===== src/rtl/decoder_stage_controller_pkg.sv =====
// Shared stage-bus encodings and controller state type for the union-find decoder sequencer.
package decoder_stage_controller_pkg;

  localparam int STAGE_WIDTH = 3;

  localparam logic [STAGE_WIDTH-1:0] STAGE_IDLE                = 3'd0;
  localparam logic [STAGE_WIDTH-1:0] STAGE_SPREAD_CLUSTER      = 3'd1;
  localparam logic [STAGE_WIDTH-1:0] STAGE_GROW_BOUNDARY       = 3'd2;
  localparam logic [STAGE_WIDTH-1:0] STAGE_SYNC_IS_ODD_CLUSTER = 3'd3;
  localparam logic [STAGE_WIDTH-1:0] STAGE_MEASUREMENT_LOADING = 3'd4;

  typedef enum logic [2:0] {
    IDLE,
    LOAD,
    SPREAD,
    SYNC,
    EVAL,
    GROW,
    DONE
  } ctrl_state_t;

  // Larger of two integers, used to size the shared phase counter.
  function automatic int maxOf(input int a, input int b);
    return (a > b) ? a : b;
  endfunction

endpackage


===== src/rtl/decoder_stage_controller.sv =====
// Sequences the planar-code union-find decoder: accepts a syndrome frame, then cycles the
// stage bus through spread/sync/evaluate/grow until no odd cluster remains or the
// iteration budget is spent, and finally presents a result handshake.
module decoder_stage_controller
  import decoder_stage_controller_pkg::*;
#(
  parameter int CODE_DISTANCE  = 5,
  parameter int SPREAD_CYCLES  = 2 * CODE_DISTANCE,
  parameter int SYNC_CYCLES    = 2,
  parameter int MAX_ITERATIONS = CODE_DISTANCE,
  localparam int PU_COUNT      = CODE_DISTANCE * (CODE_DISTANCE - 1),
  localparam int ITER_W        = $clog2(MAX_ITERATIONS + 1),
  localparam int PHASE_W       = $clog2(maxOf(SPREAD_CYCLES, SYNC_CYCLES) + 1)
) (
  input  logic                   clk,
  input  logic                   reset,
  input  logic                   syndrome_valid,
  output logic                   syndrome_ready,
  input  logic [PU_COUNT-1:0]    syndromes_in,
  output logic [STAGE_WIDTH-1:0] stage,
  output logic [PU_COUNT-1:0]    is_error_syndromes,
  input  logic [PU_COUNT-1:0]    is_odd_clusters,
  output logic                   result_valid,
  input  logic                   result_ready,
  output logic [ITER_W-1:0]      iteration_count,
  output logic                   timeout,
  output logic                   busy
);

  ctrl_state_t            r_state;
  ctrl_state_t            w_nextState;
  logic [STAGE_WIDTH-1:0] r_stage;
  logic [STAGE_WIDTH-1:0] w_stageNext;
  logic [PHASE_W-1:0]     r_phase;
  logic [ITER_W-1:0]      r_iter;
  logic                   r_timeout;
  logic [PU_COUNT-1:0]    r_errSyn;
  logic                   w_accept;
  logic                   w_anyOdd;
  logic                   w_budgetSpent;

  assign w_accept      = (r_state == IDLE) && syndrome_valid;
  assign w_anyOdd      = |is_odd_clusters;
  assign w_budgetSpent = (r_iter == ITER_W'(MAX_ITERATIONS));

  // State register; reset drops straight back to IDLE with the stage bus idle.
  always_ff @(posedge clk or negedge reset) begin
    if (!reset) begin
      r_state <= IDLE;
      r_stage <= STAGE_IDLE;
    end else begin
      r_state <= w_nextState;
      r_stage <= w_stageNext;
    end
  end

  // Next-state selection; SPREAD and SYNC exit when the phase counter reaches zero.
  always_comb begin
    w_nextState = r_state;
    case (r_state)
      IDLE:    if (syndrome_valid) w_nextState = LOAD;
      LOAD:    w_nextState = SPREAD;
      SPREAD:  if (r_phase == '0) w_nextState = SYNC;
      SYNC:    if (r_phase == '0) w_nextState = EVAL;
      EVAL:    w_nextState = (!w_anyOdd || w_budgetSpent) ? DONE : GROW;
      GROW:    w_nextState = SPREAD;
      DONE:    if (result_ready) w_nextState = IDLE;
      default: w_nextState = IDLE;
    endcase
  end

  // Stage bus value for the state being entered, so the bus changes together with the state.
  always_comb begin
    w_stageNext = STAGE_IDLE;
    case (w_nextState)
      LOAD:    w_stageNext = STAGE_MEASUREMENT_LOADING;
      SPREAD:  w_stageNext = STAGE_SPREAD_CLUSTER;
      SYNC:    w_stageNext = STAGE_SYNC_IS_ODD_CLUSTER;
      GROW:    w_stageNext = STAGE_GROW_BOUNDARY;
      default: w_stageNext = STAGE_IDLE;
    endcase
  end

  // Phase down-counter loaded on entry to SPREAD/SYNC with one less than the hold length.
  always_ff @(posedge clk or negedge reset) begin
    if (!reset) begin
      r_phase <= '0;
    end else if ((w_nextState == SPREAD) && (r_state != SPREAD)) begin
      r_phase <= PHASE_W'(SPREAD_CYCLES - 1);
    end else if ((w_nextState == SYNC) && (r_state != SYNC)) begin
      r_phase <= PHASE_W'(SYNC_CYCLES - 1);
    end else if (r_phase != '0) begin
      r_phase <= r_phase - PHASE_W'(1);
    end
  end

  // Frame capture, grow-round count and timeout flag; the frame is only replaced on the next accept.
  always_ff @(posedge clk or negedge reset) begin
    if (!reset) begin
      r_errSyn  <= '0;
      r_iter    <= '0;
      r_timeout <= 1'b0;
    end else if (w_accept) begin
      r_errSyn  <= syndromes_in;
      r_iter    <= '0;
      r_timeout <= 1'b0;
    end else if (r_state == GROW) begin
      r_iter <= r_iter + ITER_W'(1);
    end else if ((r_state == EVAL) && w_anyOdd && w_budgetSpent) begin
      r_timeout <= 1'b1;
    end
  end

  assign stage              = r_stage;
  assign is_error_syndromes = r_errSyn;
  assign iteration_count    = r_iter;
  assign timeout            = r_timeout;
  assign syndrome_ready     = (r_state == IDLE);
  assign busy               = (r_state != IDLE);
  assign result_valid       = (r_state == DONE);

endmodule


===== config.mk =====
export PLATFORM = sky130hd
export DESIGN_NAME = decoder_stage_controller
export DESIGN_NICKNAME = d
export VERILOG_FILES = /design/src/rtl/decoder_stage_controller_pkg.sv /design/src/rtl/decoder_stage_controller.sv
export SDC_FILE = /design/constraint.sdc
export NUM_CORES = 1
export LEC_CHECK = 0
export ABC_AREA = 1
export CAP_MARGIN = 20
export CORE_MARGIN = 1.5
export CORE_UTILIZATION = 43
export DETAILED_ROUTE_END_ITERATION = 6
export PLACE_DENSITY_LB_ADDON = 0.15
export SLEW_MARGIN = 20
export SYNTH_ARGS = -nofsm -noshare
export SYNTH_HDL_FRONTEND = slang
export SYNTH_SLANG_ARGS = --single-unit
export TNS_END_PERCENT = 30

===== constraint.sdc =====
create_clock -name clk -period 2 [get_ports clk]
set_input_delay 0.6 -clock clk [delete_from_list [all_inputs] [get_ports clk]]
set_output_delay 0.6 -clock clk [all_outputs]
set_load 0.02 [all_outputs]

==> summary.md <==
| Metric | Value |
|---|---|
| Top cell type by total area after synthesis | `dfrtp_1` |
| Antenna viol nets, final | `0` |
| Via count | `1441` |
| Worst setup EP type | `primary output` |
| Seq/Total Area, Yosys | `0.546` |
| Met3 Resource Use GR | `0.0464` |
| Clock skew | `0.0170 ns` |
| Pre-antenna DRT Iters | `4` |
| GPL Wtd Cong | `0.806` |
| Clk buf depth | `2` |
| Max Cap Violations | `0` |
| Critical Path, Cell by Cell | `nor2_2, nand2_2, inv_1, clkdlybuf4s15_1` |
| CP startpoint kind | `flop` |
| Run status | `completed` |
| Mapped Cells | `186` |
| CTS tree | `built` |
| Remaining global-route overflow | `0` |
| Syn avg cell area | `8.37 sq um` |
| Max_slew headroom | `0.722` |
| Busiest grt layer | `met2` |
| Crit share post-route | `0.959` |
| Wire per inst | `11.2 um` |
| Max FO, Critical Path | `6` |
| Largest net degree at the start of global routing | `35` |
| Commonest non-fill, non-tap cell in the layout | `nand2_1` |
| Max-slew violation count | `0` |
| Fillers | `279` |
| CP required | `1.40 ns` |
| Starting density of the core | `0.456` |
| Worst-skew pair later-pin latency | `0.33 ns` |
| Power Dens Cells | `1320 nW/um^2` |
| Flop pwr share | `0.361` |
| P_leak | `about 1.2 nW` |
| Slew @ Worst Pin | `between 0.4 and 0.5 ns` |
| Clock-pin slew on the worst setup and hold paths | `0.10 ns` |
| Diode count | `0` |
| Endpoints failing setup | `0` |
| Minimum clock period | `1.92 ns` |
| Post-synth top area share | `0.546` |
| DR iter-0 viols | `116` |
| VDD IR max | `about 770 uV` |
| RSZ-0062 raised after global routing | `true` |
| Synthesized area | `1560 sq um` |
| Dpl hpwl | `around 2.7 mm` |
| Root Buffer | `clkbuf_4` |
| Syn_nets | `around 230` |
| Total track usage | `0.194` |
| PortBufs | `73` |
| Setup TNS | `0 ns` |
| Library cells used by synthesis | `24` |
| Htree depth | `2` |
| Synth Warn # | `0` |
| CP peak stage delay | `0.46 ns` |
| Die Wd | `63.2 um` |
| Number of global-route vias before repair | `1433` |
| Net count reported at finish | `313` |
| Synth Register Bits | `34` |
| # IOs | `74` |
| Most frequent cells in the layout | `nand2_1 (74), clkdlybuf4s50_1 (67), dfrtp_1 (33)` |
| Layout cells sized above 1 | `0.0899` |
| DRC viols | `0` |
| Sw Share | `0.406` |
| Area growth syn-to-layout | `54.7%` |
| Non-Filler Instances | `313` |
| Initial antenna violation count | `0` |
| Buf/Inv on CP | `2` |
| Combinational Power Share | `0.514` |
| First-pass GRT wire length | `6.15 mm` |
| Net Sw Power | `0.00129 W` |
| Met2 Use GR | `0.351` |
| Clk pwr share | `0.125` |
| Worst path slowest cell | `dfrtp_2` |
| Arrival time worst endpoint | `1.32 ns` |
| TritonCTS Buffers | `5` |
| Hold Vio Cnt, Final | `0` |
| Core footprint | `roughly 3400 sq um` |
| Synth top area cells | `dfrtp_1 (55%), nand2_1 (18%), nor2_1 (4.8%)` |
| Number of vias per cell | `between 4 and 5` |
| GRT met1 Usage | `0.230` |
| Die Y-Extent | `63.2 um` |
| Fmax | `0.521 GHz` |
| Finished Core Util | `0.705` |
| Rows | `21` |
| Die area | `3990 sq um` |
| Clock Sinks | `34` |
| CP top delay family | `flip-flops` |
| Total routed wirelength | `3.52 mm` |
| Internal | `around 0.0019 W` |
| Worst min-delay path category | `reg -> reg` |
| Critical path class | `reg -> out` |
| Placed cell count | `slightly above 300` |
-- what timing repair did --
item / in CTS / in global routing
resized for setup: 3 / 7
setup endpoints to repair: 3 / 6
setup buffers: 0 / 0
hold buffers: 0 / 0
-- worst paths after layout --
path | from | endpoint | slack, ns | cells after the start
setup / recovery | r_state[0] | syndrome_ready | 0.08 | 4
hold / removal | is_error_syndromes[7] | is_error_syndromes[7] | 0.48 | 2
setup reg to reg | r_phase[0] | stage[1] | 0.40 | 9
hold reg to reg | is_error_syndromes[7] | is_error_syndromes[7] | 0.48 | 2
max in group asynchronous | reset | r_state[0] | 1.00 | 2
min in group asynchronous | reset | r_phase[0] | 0.66 | 2
-- registers in the layout, summed over array words and instances (netlist names) --
signal,flops
is_error_syndromes,20
r_phase,4
iteration_count,3
r_state,3
stage,3
timeout,1
-- layout make-up --
cell class,instances,area (sq um),share of cell area
Inverter,19,71.3,0.0296
Clock inverter,2,12.5,0.00519
Tap cell,46,57.6,0.0239
Multi-Input combinational cell,129,598,0.248
Timing Repair Buffer,77,767,0.318
Clock buffer,6,51.3,0.0213
Sequential cell,34,852,0.354
-- power groups by stage --
stage                     registers (W)  logic [W]  clock network [W]
after floorplan                 0.00143   0.000676                  0
after global routing            0.00119    0.00181           0.000445
final                           0.00115    0.00164           0.000399
after global placement          0.00115    0.00164                  0
after detailed placement        0.00116    0.00167                  0
after CTS                       0.00115    0.00165           0.000412
-- cell families after synthesis --
| family | after synthesis | share of synthesized area |
|---|---|---|
| buf+inv | 23 | 0.0699 |
| simple gates | 115 | 0.315 |
| flops | 34 | 0.546 |
| compound gates | 10 | 0.0394 |
| xor+xnor | 1 | 0.00562 |
| fa+ha+maj | 3 | 0.0241 |
-- cells in the mapped netlist, drive strengths merged --
cell type and instances:
dfrtp 34, o21ai 4, buf 4, ha 3
o211ai 1, a211oi 1, a31oi 1, nand3 12
xor2 1, and2 1, a21oi 3, nor2 23
nand2 75, nand4 1, inv 19, nor3 3
-- per-stage QoR --
stage	total power (W)	instance area (sq um)	worst slack [ns]	hold slack, ns
after CTS	0.00321	2400	0.00202	0.483
after detailed placement	0.00283	2340	0.0949	0.458
after global placement	0.00279	2340	0.131	0.454
after global routing	0.00344	2410	-0.00728	0.506
after floorplan	0.00210	1560	0.555	0.304
final	0.00319	2410	0.0819	0.477
-- worst register-to-register path, delay by kind of cell, from the launching register on --
kind / cells / cell delay (ns)
adder cells (fa/ha/maj): 1 / 0.21
buffers and inverters: 2 / 0.13
flip-flops: 1 / 0.40
AND/OR/NAND/NOR: 6 / 0.76
-- metal layers --
layer / up-vias / routed length, um
li1: 733 / -
met4: 0 / 35
met3: 4 / 189
met1: 662 / 1510
met2: 42 / 1780
met5: - / 0
(Power assumes the default switching activity.)
